[src/rtl/clk_div_prog.sv]
// -----------------------------------------------------------------------------
// clk_div_prog -- programmable integer clock divider with glitch-free reload.
//
// Divides clk_in by N = cur_div. Each output period is exactly N input cycles:
// clk_out is high for H = ceil(N/2) cycles, then low for N-H cycles. tick
// pulses for one cycle at every period start. A new divisor captured with
// load is held in a shadow register and only takes effect on a period-start
// edge, so a period in progress is never cut short or stretched.
//
// Parameters
//   W           : divisor / phase-counter width in bits
//   DEFAULT_DIV : divisor loaded at reset (0 is treated as 1)
//
// Ports
//   clk_in   in  : clock, all registers update on its rising edge
//   rst_n    in  : synchronous active-low reset
//   en       in  : run enable; low forces the divider idle (clk_out=0)
//   load     in  : strobe capturing div_val into the shadow register
//   div_val  in  : requested divisor N (0 is treated as 1)
//   clk_out  out : divided clock, registered
//   tick     out : one-cycle pulse on each period start, registered
//   pending  out : a captured divisor is waiting for the next period start
//   cur_div  out : divisor governing the current period (never 0)
// -----------------------------------------------------------------------------
module clk_div_prog #(
    parameter int W           = 8,
    parameter int DEFAULT_DIV = 4
) (
    input  logic         clk_in,
    input  logic         rst_n,
    input  logic         en,
    input  logic         load,
    input  logic [W-1:0] div_val,
    output logic         clk_out,
    output logic         tick,
    output logic         pending,
    output logic [W-1:0] cur_div
);

    localparam logic [W-1:0] DEF_W   = W'(DEFAULT_DIV);
    localparam logic [W-1:0] RST_DIV = (DEF_W == '0) ? W'(1) : DEF_W;

    typedef enum logic {
        ST_IDLE = 1'b0,
        ST_RUN  = 1'b1
    } state_t;

    state_t         state, state_nxt;
    logic [W-1:0]   k_cnt, k_nxt;
    logic [W-1:0]   shadow_div, shadow_nxt;
    logic [W-1:0]   cur_nxt;
    logic           pend_nxt;
    logic           clk_nxt;
    logic           tick_nxt;
    logic           period_start;
    logic [W-1:0]   new_div;

    // A zero divisor is meaningless; clamp it to 1 wherever it is captured.
    function automatic logic [W-1:0] sat_div(input logic [W-1:0] v);
        return (v == '0) ? W'(1) : v;
    endfunction

    // ceil(n/2) without widening: (n>>1) + lsb cannot overflow W bits.
    function automatic logic [W-1:0] high_time(input logic [W-1:0] n);
        return (n >> 1) + {{(W-1){1'b0}}, n[0]};
    endfunction

    always_comb begin
        state_nxt    = state;
        k_nxt        = k_cnt;
        shadow_nxt   = shadow_div;
        cur_nxt      = cur_div;
        pend_nxt     = pending;
        clk_nxt      = clk_out;
        tick_nxt     = 1'b0;
        period_start = 1'b0;
        new_div      = cur_div;

        if (!en) begin
            // Disabled: abandon any period; loads are still captured.
            state_nxt = ST_IDLE;
            k_nxt     = '0;
            clk_nxt   = 1'b0;
            if (load) begin
                shadow_nxt = sat_div(div_val);
                pend_nxt   = 1'b1;
            end
        end else begin
            // A period starts on the first enabled edge out of idle, or when
            // the previous period has just spent its last (N-th) cycle.
            period_start = (state == ST_IDLE) || (k_cnt == cur_div - W'(1));
            if (period_start) begin
                // A load on this very edge overrides any older shadow value.
                if (load) begin
                    new_div    = sat_div(div_val);
                    shadow_nxt = sat_div(div_val);
                end else if (pending) begin
                    new_div = shadow_div;
                end
                cur_nxt   = new_div;
                pend_nxt  = 1'b0;
                state_nxt = ST_RUN;
                k_nxt     = '0;
                clk_nxt   = 1'b1;   // H >= 1 for every legal N
                tick_nxt  = 1'b1;
            end else begin
                // k_cnt <= N-2 here, so k_cnt+1 stays within W bits.
                k_nxt   = k_cnt + W'(1);
                clk_nxt = (k_cnt + W'(1)) < high_time(cur_div);
                if (load) begin
                    shadow_nxt = sat_div(div_val);
                    pend_nxt   = 1'b1;
                end
            end
        end
    end

    always_ff @(posedge clk_in) begin
        if (!rst_n) begin
            state      <= ST_IDLE;
            k_cnt      <= '0;
            shadow_div <= RST_DIV;
            cur_div    <= RST_DIV;
            pending    <= 1'b0;
            clk_out    <= 1'b0;
            tick       <= 1'b0;
        end else begin
            state      <= state_nxt;
            k_cnt      <= k_nxt;
            shadow_div <= shadow_nxt;
            cur_div    <= cur_nxt;
            pending    <= pend_nxt;
            clk_out    <= clk_nxt;
            tick       <= tick_nxt;
        end
    end

endmodule

[config.mk]
export PLATFORM = sky130hd
export DESIGN_NAME = clk_div_prog
export DESIGN_NICKNAME = d
export VERILOG_FILES = /design/src/rtl/clk_div_prog.sv
export SDC_FILE = /design/constraint.sdc
export NUM_CORES = 1
export LEC_CHECK = 0
export BUFFER_PORTS_ARGS = -buffer_cell sky130_fd_sc_hd__buf_4
export CAP_MARGIN = 10
export CORE_AREA = 3 3 73 75
export CTS_BUF_LIST = sky130_fd_sc_hd__clkbuf_2 sky130_fd_sc_hd__clkbuf_4 sky130_fd_sc_hd__clkbuf_8
export CTS_CLUSTER_SIZE = 10
export DETAILED_ROUTE_END_ITERATION = 10
export DIE_AREA = 0 0 76 78
export PLACE_DENSITY = 0.51
export SYNTH_ARGS = -nofsm -noshare
export SYNTH_HDL_FRONTEND = slang
export SYNTH_SLANG_ARGS = --single-unit
[constraint.sdc]
create_clock -name clk_in -period 2 [get_ports clk_in]
set_input_delay 0.3 -clock clk_in [delete_from_list [all_inputs] [get_ports clk_in]]
set_output_delay 0.3 -clock clk_in [all_outputs]
set_load 0.05 [all_outputs]
==> results of run 1 <==
==> metal layers <==
| metal | track usage [%] | share of wire (%) | vias up | wire [microns] |
|---|---|---|---|---|
| met4 | 5.25 | 1.5 | 0 | 61 |
| li1 | - | - | 690 | - |
| met5 | 0 | 0 | - | 0 |
| met3 | 3.48 | 4.5 | 5 | 179 |
| met1 | 16.4 | 46 | 630 | 1820 |
| met2 | 24.2 | 48 | 27 | 1900 |
==> flip-flops by register name (all words and copies together), names as in the netlist <==
signal / flops
shadow_div: 8
clk_out: 1
pending: 1
tick: 1
cur_div: 8
k_cnt: 8
state: 1
==> synthesized netlist by cell type (2+ instances only) <==
master	n
a21oi_1	3
a22o_1	7
and2_1	3
and3_1	2
buf_4	4
buf_6	2
clkbuf_1	5
dfxtp_1	28
ha_1	11
inv_1	6
mux2i_1	7
nand2_1	17
nand2b_1	3
nand3_1	7
nor2_1	13
nor2b_1	6
nor3_1	4
o21a_1	2
o21ai_0	3
o21ai_1	3
xnor2_1	13
xor2_1	8
==> path summary, 6_finish.rpt <==
path	depth (start not counted)	to	start
max	10	clk_out	cur_div[0]
min	2	pending	en
max reg2reg	10	clk_out	cur_div[0]
min reg2reg	2	shadow_div[2]	shadow_div[2]
==> power by group through the flow <==
stage	clock network (mW)	registers (mW)	logic [mW]
5_1_grt	0.366	0.606	0.289
3_3_place_gp	0	0.614	0.241
3_5_place_dp	0	0.615	0.244
2_1_floorplan	0	0.644	0.139
6_report	0.327	0.602	0.267
4_1_cts	0.337	0.601	0.257
==> metrics by stage <==
step	TNS, ns	utilization (%)	power [mW]
2_1_floorplan	-1.09	-	0.782
3_3_place_gp	-0.0166	41.9	0.855
3_5_place_dp	-0.225	41.9	0.859
4_1_cts	-0.333	44.1	1.19
5_1_grt	-0.521	45.7	1.26
6_report	0	45.7	1.20
==> repair_timing <==
item / in CTS / in global routing
pin swaps: 6 / 10
setup buffers: 2 / 2
resized for setup: 9 / 13
setup endpoints to repair: 10 / 18
hold buffers: 0 / 0
==> cell families after synthesis <==
family | after synthesis
simple gates | 63
compound gates | 32
flops | 28
xor+xnor | 21
buf+inv | 18
fa+ha+maj | 11
mux | 8
==> cell type report <==
cell class	count	area (sq um)
sequential	28	581
clock inverter	1	3.75
multi-input combinational	135	1110
inverter	6	25.0
fill	454	2560
timing repair buffer	41	319
tap	67	83.8
clock buffer	3	41.3
==> results.yml, run 1 <==
run_status:
  outcome: "finished clean"
pwr:
  p_leak_nw: 0.877
  vdd_drop_max_uv: 270
  p_per_area_mw_per_mm2: 554
  swShare_pct: 29.6
  pwr-share-comb_pct: 22.3
  power.switching_mw: 0.354
  seq_power_share_pct: 50.3
  p_int_mw: 0.842
  power_frac_clock_pct: 27.3
clocking:
  htree_levels: 1
  cts_num_sinks: 28
  clkTransAtPathRegs_ns: 0.10
  insertion_delay_ns: 0.28
  cts_tree: "built"
  root_buffer: "clkbuf_8"
  numCtsBuffers: 3
  cts_max_path_buffers: 2
synth:
  netlist_area_sq_mm: 0.00166
  synth-main-ff-cell: "dfxtp_1"
  synth_cells: 181
  avgSynthCellArea_sq_um: 9.17
  synth.area.top_cells: "dfxtp_1, ha_1, xnor2_1"
  synth_seq_cells: 28
  async_flop_share_pct: 0
  synthSimpleGateAreaFrac_pct: 20.4
  netlist.area_leader.share_pct: 33.8
  synth_xor_area_share_pct: 11.1
  syn_nets: 204
  synth_cell_types: 46
  synth_edf_count: 0
  synth.area.mux_share_pct: 5.13
  yosysTopAreaCell: "dfxtp_1"
  ys_seq_area_share_pct: 33.8
  ys_warn_count: 0
  synth_top_family_by_area: "simple AND/OR/NAND/NOR gates"
  synth_fa_ha_area_share_pct: 8.30
  synth_compound_area_share_pct: 15.4
placed_design:
  place.port_buffers: 22
  dp.cells: 273
  dpl_cell_area_sq_mm: 0.00198
  place_ws_ns: -0.0634
  dp_hpwl_microns: 3010
  place_congestion: 0.737
global_routing:
  track_usage_pct: 13.9
  antenna_found_initial: 0
  grt_max_degree: 16
  grt_pass1_vias: 1325
  grt_pass1_wl_microns: 6530
  overflow: 0
sta:
  drv_slew: 0
  skew_ns: 0.00293
  rsz0062_at_grt: "yes"
  setup_slack_ns: 0.00871
  setup_viol: 0
  fin_crit_ns: 1.99
  hold_slack_ns: 0.197
  hold_violations: 0
  fmaxAchievable_ghz: 0.502
  post-route-period-util_pct: 99.6
  relSlewSlack_pct: 72.9
  worstMarginPinSlew_ns: 0.406
route:
  wl_microns: 3960
  initialDrtViolationCount: 38
  wl_per_cell_microns: 14.1
  vias: 1352
  drtPass1Iterations: 4
  viasPerCell: 4.81
  postRouteAntennaNets: 0
  drc: 0
setup_path:
  max_stage_delay_ns: 0.38
  cp-end-kind: "flop"
  critPathKind: "flop to flop"
  crit_path_start_kind: "flop"
  crit_family: "adder cells"
  crit_required_ns: 2.18
  crit_chain: "ha_4 -> ha_2 -> inv_1 -> ha_1 -> a21boi_2 -> o21ai_1 -> nand2b_1 -> a21oi_1 -> o21a_1 -> o31a_1"
  crit_buf_inv: 1
  r2r_setup_slack_ns: 0.009
  crit_slowest_cell: "dfxtp_4"
  path_max_fanout: 4
  crit_arrival_ns: 2.17
layout:
  syn_to_final_growth_pct: 30.2
  final_cell_area_sq_mm: 0.00216
  layout.cells.non_filler: 281
  final_cell_mix: "buf_4, dfxtp_1, nand2_1"
  fin_nets: 238
  num_antenna_cells: 0
  final_common_cell: "buf_4"
  layout-drive-gt1-share_pct: 36.4
floorplanning:
  dieArea_sq_mm: 0.00593
  core_sq_mm: 0.00472
  die_x_microns: 76
  initial_core_util_pct: 35.1
  io_pins: 23
  die_h_microns: 78
  rows: 25
flow_run:
  max_cap_violations: 0
hold_path:
  hold_path_class: "input pin to flop"
Power figures use the tool's default switching activity.
==> run 2, diff against run 1 <==
==> config.mk (replaced) <==
export PLATFORM = sky130hd
export DESIGN_NAME = clk_div_prog
export DESIGN_NICKNAME = d
export VERILOG_FILES = /design/src/rtl/clk_div_prog.sv
export SDC_FILE = /design/constraint.sdc
export NUM_CORES = 1
export LEC_CHECK = 0
export BUFFER_PORTS_ARGS = -buffer_cell sky130_fd_sc_hd__buf_2
export CAP_MARGIN = 10
export CORE_AREA = 5 5 75 77
export CTS_BUF_LIST = sky130_fd_sc_hd__clkbuf_2 sky130_fd_sc_hd__clkbuf_4 sky130_fd_sc_hd__clkbuf_8
export CTS_CLUSTER_SIZE = 10
export DETAILED_ROUTE_END_ITERATION = 10
export DIE_AREA = 0 0 80 82
export PLACE_DENSITY = 0.51
export SYNTH_ARGS = -nofsm -noshare
export SYNTH_HDL_FRONTEND = slang
export SYNTH_SLANG_ARGS = --single-unit
==> run 2 against run 1 <==
The flow now finishes with violations (negative setup slack). Die area increased by 11%. Maximum frequency decreased by 0.83%. Routed wire length decreased by 6.0%. Final cell count increased by 2.5%. Register-to-register slack got worse by 0.02 ns. First-iteration DRC count decreased by 16%. Setup slack got worse by 0.017 ns. Total power increased by 10%. Global-route usage decreased by 1.0 points. Clock-buffer cell count unchanged. Critical path type unchanged. Critical path depth decreased by 2. Combinational power decreased by 4%.
==> results.yml, run 2 (synthesized netlist as in run 1, its figures left out) <==
clocking:
  cts-hold-fix-buffers: 0
  cts_max_path_buffers: 2
  cts_tree: "built"
  htree_levels: 1
  numCtsBuffers: 3
  insertion_delay_ns: 0.28
  cts_num_sinks: 28
  root_buffer: "clkbuf_8"
  clkTransAtPathRegs_ns: 0.10
sta:
  setup_slack_ns: -0.00786
  relSlewSlack_pct: 72.6
  skew_ns: 0.00597
  drv_slew: 0
  hold_violations: 0
  setup_viol: 1
  fmaxAchievable_ghz: 0.498
  rsz0062_at_grt: "yes"
  hold_slack_ns: 0.210
  worstMarginPinSlew_ns: 0.411
  post-route-period-util_pct: 100
  fin_crit_ns: 2.01
global_routing:
  overflow: 0
  grt_pass1_wl_microns: 6630
  met2_usage_pct: 21.4
  track_usage_pct: 12.9
  antenna_found_initial: 0
  grtUsageMet1_pct: 17.0
  grt.met3_usage_pct: 3.29
  busiest_layer: "met2"
  grt_pass1_vias: 1376
  grt_max_degree: 17
floorplanning:
  dieArea_sq_mm: 0.00656
  io_pins: 23
  die_h_microns: 82
  core_sq_mm: 0.00494
  die_x_microns: 80
  initial_core_util_pct: 33.6
  rows: 26
route:
  initialDrtViolationCount: 32
  viasPerCell: 4.66
  wl_microns: 3730
  vias: 1343
  wl_per_cell_microns: 12.9
  drtPass1Iterations: 4
  postRouteAntennaNets: 0
  drc: 0
setup_path:
  crit_start: "cur_div[0]"
  crit_arrival_ns: 2.19
  crit_required_ns: 2.18
  r2r_setup_slack_ns: -0.008
  reg2reg_from: "cur_div[0]"
  cp-end-kind: "flop"
  crit_buf_inv: 1
  crit_chain: "inv_2 -> ha_4 -> o21bai_4 -> a2111oi_4 -> a311oi_2 -> a31o_2 -> o21a_4 -> a22o_1"
  crit_path_start_kind: "flop"
  critPathKind: "flop to flop"
  crit_family: "compound AO/OA/AOI/OAI gates"
  path_max_fanout: 7
  crit_slowest_cell: "dfxtp_4"
  max_stage_delay_ns: 0.38
placed_design:
  place_congestion: 0.780
  place.port_buffers: 22
  dp_hpwl_microns: 2890
  place_ws_ns: -0.0453
layout:
  num_antenna_cells: 0
  final_common_cell: "buf_2"
  fill_cells: 508
  syn_to_final_growth_pct: 28.4
  final_util_pct: 43.1
  layout-drive-gt1-share_pct: 36.7
  final_cell_mix: "buf_2, buf_4, dfxtp_1"
  reg_top3: "cur_div x8, k_cnt x8, shadow_div x8"
  fin_nets: 242
pwr:
  p_leak_nw: 0.898
  p_per_area_mw_per_mm2: 618
  vdd_drop_max_uv: 444
run_status:
  outcome: "complete, but fails checks"
  failed_checks: "negative setup slack"
flow_run:
  max_cap_violations: 0
hold_path:
  hold_path_class: "input pin to flop"
  hp-start: "en"
-- run 2: cell count changes in the layout (fill, tap and decap cells not counted), moves of 2 or more --
cell   before  now
buf_4      38   21
ha_1        7   10
ha_2        2    0
buf_2       0   22
-- run 2: power by group --
| part | leakage (nW) | switching [mW] | total (mW) | internal (mW) |
|---|---|---|---|---|
| combinational | 0.629 | 0.140 | 0.255 | 0.114 |
| sequential | 0.234 | 0.0201 | 0.599 | 0.578 |
| clock | 0.0357 | 0.194 | 0.463 | 0.268 |
| total | 0.898 | 0.355 | 1.32 | 0.961 |
-- run 2: worst paths after layout --
check	to	cells after the start
max	cur_div[0]	8
min	pending	2
max reg2reg	cur_div[0]	8
min reg2reg	shadow_div[2]	2
-- run 2: layout make-up --
class | instances | area [sq um] | share of cell area [%]
Clock buffer | 3 | 41.3 | 1.94
Clock inverter | 1 | 30.0 | 1.41
Inverter | 6 | 22.5 | 1.06
Multi-Input combinational cell | 135 | 1080 | 50.5
Sequential cell | 28 | 582 | 27.3
Tap cell | 70 | 87.6 | 4.11
Timing Repair Buffer | 45 | 290 | 13.6
-- run 2: repair_timing --
action	CTS	global route
setup endpoints to repair	8	19
pin swaps	0	8
buffers inserted	0	4
gates resized for setup	4	12
-- run 2: per-layer routing --
layer	up-vias	part of all wire, %
met5	-	0
met4	0	0.38
met3	2	3.9
met2	19	47
met1	620	49
li1	702	-
-- run 2: metrics by stage --
stage	TNS (ns)	area (sq um)	instances	total power [mW]
2_1_floorplan	-1.09	1700	181	0.782
3_3_place_gp	-0.0348	1960	280	0.849
3_5_place_dp	-0.162	1960	280	0.848
4_1_cts	-0.142	2050	284	1.32
5_1_grt	-0.620	2130	288	1.39
6_report	-0.00786	2130	288	1.32
==> run 3, diff against run 2 <==
--- a/config.mk
+++ b/config.mk
@@ -5,13 +5,14 @@
 export SDC_FILE = /design/constraint.sdc
 export NUM_CORES = 1
 export LEC_CHECK = 0
+export ABC_AREA = 1
 export BUFFER_PORTS_ARGS = -buffer_cell sky130_fd_sc_hd__buf_2
 export CAP_MARGIN = 10
-export CORE_AREA = 5 5 75 77
+export CORE_AREA = 5 5 76 78
 export CTS_BUF_LIST = sky130_fd_sc_hd__clkbuf_2 sky130_fd_sc_hd__clkbuf_4 sky130_fd_sc_hd__clkbuf_8
 export CTS_CLUSTER_SIZE = 10
 export DETAILED_ROUTE_END_ITERATION = 10
-export DIE_AREA = 0 0 80 82
+export DIE_AREA = 0 0 81 83
 export PLACE_DENSITY = 0.51
 export SYNTH_ARGS = -nofsm -noshare
 export SYNTH_HDL_FRONTEND = slang
==> run 3 against run 2 <==
Maximum frequency grew 4.7%. Sequential cell count is the same. Via count is 14% higher. Clock skew decreased by 0.0031 ns. Hold slack better by 0.020 ns. Register-to-register slack better by 0.09 ns. Setup slack gained 0.090 ns. Total power shrank 3.4%. Combinational power rose by 19%. Largest power group unchanged. The flow now finishes without violations.
==> results.yml, run 3 <==
placed_design:
  dp_hpwl_microns: 2920
  dpl_cell_area_sq_mm: 0.00195
  dp.cells: 344
  place_congestion: 0.727
  place_ws_ns: -0.0678
  place.port_buffers: 22
layout:
  reg_top3: "cur_div x8, k_cnt x8, shadow_div x8"
  fill_cells: 558
  layout-drive-gt1-share_pct: 27.5
  final_cell_area_sq_mm: 0.00218
  final_cell_mix: "nand2_1, nor2_1, inv_1"
  syn_to_final_growth_pct: 27.8
  fin_nets: 308
  final_common_cell: "nand2_1"
  num_antenna_cells: 0
  layout.cells.non_filler: 354
sta:
  fmaxAchievable_ghz: 0.521
  skew_ns: 0.00285
  post-route-period-util_pct: 95.9
  setup_slack_ns: 0.0819
  fin_crit_ns: 1.92
  worstMarginPinSlew_ns: 0.332
  fin_tns_setup_ns: 0
  hold_violations: 0
  setup_viol: 0
  rsz0062_at_grt: "yes"
  drv_slew: 0
  relSlewSlack_pct: 77.8
floorplanning:
  dieArea_sq_mm: 0.00672
  core_sq_mm: 0.00501
  initial_core_util_pct: 34.0
  io_pins: 23
  rows: 26
  die_x_microns: 81
  die_h_microns: 83
synth:
  syn_nets: 271
  synthTopCellsByCount: "nand2_1, nor2_1, inv_1"
  synth_seq_cells: 28
  async_flop_share_pct: 0
  synth_cells: 248
  yosysTopAreaCell: "dfxtp_1"
  avgSynthCellArea_sq_um: 6.87
  synth_edf_count: 0
  synth-main-ff-cell: "dfxtp_1"
  synth_most_common_cell: "nand2_1"
  synth.area.top_cells: "dfxtp_1, nand2_1, nor2_1"
  ys_warn_count: 0
  netlist_area_sq_mm: 0.00170
  netlist.area_leader.share_pct: 32.9
  ys_seq_area_share_pct: 32.9
  synth_cell_types: 23
global_routing:
  track_usage_pct: 11.8
  grt_pass1_vias: 1519
  antenna_found_initial: 0
  grt_max_degree: 18
  overflow: 0
  grt_pass1_wl_microns: 6540
clocking:
  clkTransAtPathRegs_ns: 0.10
  root_buffer: "clkbuf_8"
  cts_tree: "built"
  htree_levels: 1
  insertion_delay_ns: 0.27
  cts_num_sinks: 28
  cts-hold-fix-buffers: 0
  numCtsBuffers: 3
  cts_max_path_buffers: 2
setup_path:
  critPathKind: "flop to flop"
  crit_path_start_kind: "flop"
  crit_required_ns: 2.17
  crit_arrival_ns: 2.09
  ff2ff_path_depth: 13
  cp-end-kind: "flop"
  path_max_fanout: 2
route:
  wl_per_cell_microns: 10.6
  vias: 1529
  postRouteAntennaNets: 0
  drc: 0
  drtPass1Iterations: 4
  viasPerCell: 4.32
  initialDrtViolationCount: 49
  wl_microns: 3770
pwr:
  vdd_drop_max_uv: 303
  p_per_area_mw_per_mm2: 584
  p_leak_nw: 1.07
run_status:
  outcome: "finished clean"
hold_path:
  min_delay_path_depth: 2
  hold_path_class: "input pin to flop"
flow_run:
  max_cap_violations: 0
==> run 3: cell count changes in the layout (fill, tap and decap cells not counted), moves of 6 or more <==
cell | before | now
nand2_1 | 17 | 50
xnor2_1 | 13 | 4
nor2b_1 | 6 | 0
inv_1 | 4 | 35
a22o_1 | 7 | 0
mux2i_1 | 7 | 1
nand3_1 | 7 | 20
a21oi_1 | 3 | 9
o21ai_0 | 2 | 9
nor2_1 | 13 | 36
==> run 3: cells by family (layout without fill, tap and decap cells) <==
logic type      Yosys count  after routing  share of synthesized area (%)
mux                       1              1                          0.588
fa+ha+maj                11             11                           8.08
buf+inv                  47             83                           12.6
simple gates            121            121                           29.6
compound gates           25             25                           8.52
flops                    28             28                           32.9
xor+xnor                 15             15                           7.71
==> run 3: worst paths after layout <==
check	from	to	slack [ns]
max	k_cnt[2]	clk_out	0.08
min	en	pending	0.23
max reg2reg	k_cnt[2]	clk_out	0.08
min reg2reg	shadow_div[2]	shadow_div[2]	0.46
==> run 3: critical path, cell delays in order, from the launching register on <==
cell	delay [ns]
dfxtp_2	0.33
inv_1	0.06
nor3_4	0.17
nand2_1	0.08
nor2_2	0.14
nand3_2	0.09
xor2_2	0.20
inv_1	0.09
ha_4	0.29
nand2_4	0.05
inv_2	0.04
nand4_1	0.09
o211ai_1	0.10
a21oi_1	0.08
==> run 3: through the flow <==
stage	utilization (%)	hold slack [ns]	power, mW
finish	43.4	0.230	1.27
global route	43.4	0.227	1.36
CTS	40.8	0.216	1.28
detailed placement	38.9	0.442	0.918
global placement	38.9	0.443	0.918
floorplan	-	0.395	0.848
==> run 3: routing by layer <==
layer / global-route usage [%] / part of all wire (%) / up-vias
li1: - / - / 841
met1: 15.5 / 48 / 670
met2: 19.3 / 49 / 16
met3: 1.95 / 2.6 / 2
met4: 3.53 / 0.48 / 0
met5: 0 / 0 / -
==> run 3: report_power, final <==
group	internal [mW]	total, mW	switching [mW]
logic	0.111	0.303	0.192
clock network	0.176	0.354	0.178
registers	0.586	0.614	0.0280
total	0.873	1.27	0.398
==> run 3: final cells by class <==
cell class                 count  area [sq um]  area share [%]
clock buffer                   4          55.1            2.53
tap                           70          87.6            4.03
sequential                    28           573            26.3
inverter                      38           143            6.56
multi-input combinational    173          1050            48.4
timing repair buffer          41           265            12.2
==> run 3: repair_timing <==
| item | 4_1_cts | 5_1_grt |
|---|---|---|
| resized for setup | 5 | 25 |
| pin swaps | 2 | 11 |
| endpoints found under the setup margin | 2 | 18 |
| buffers inserted | 3 | 3 |
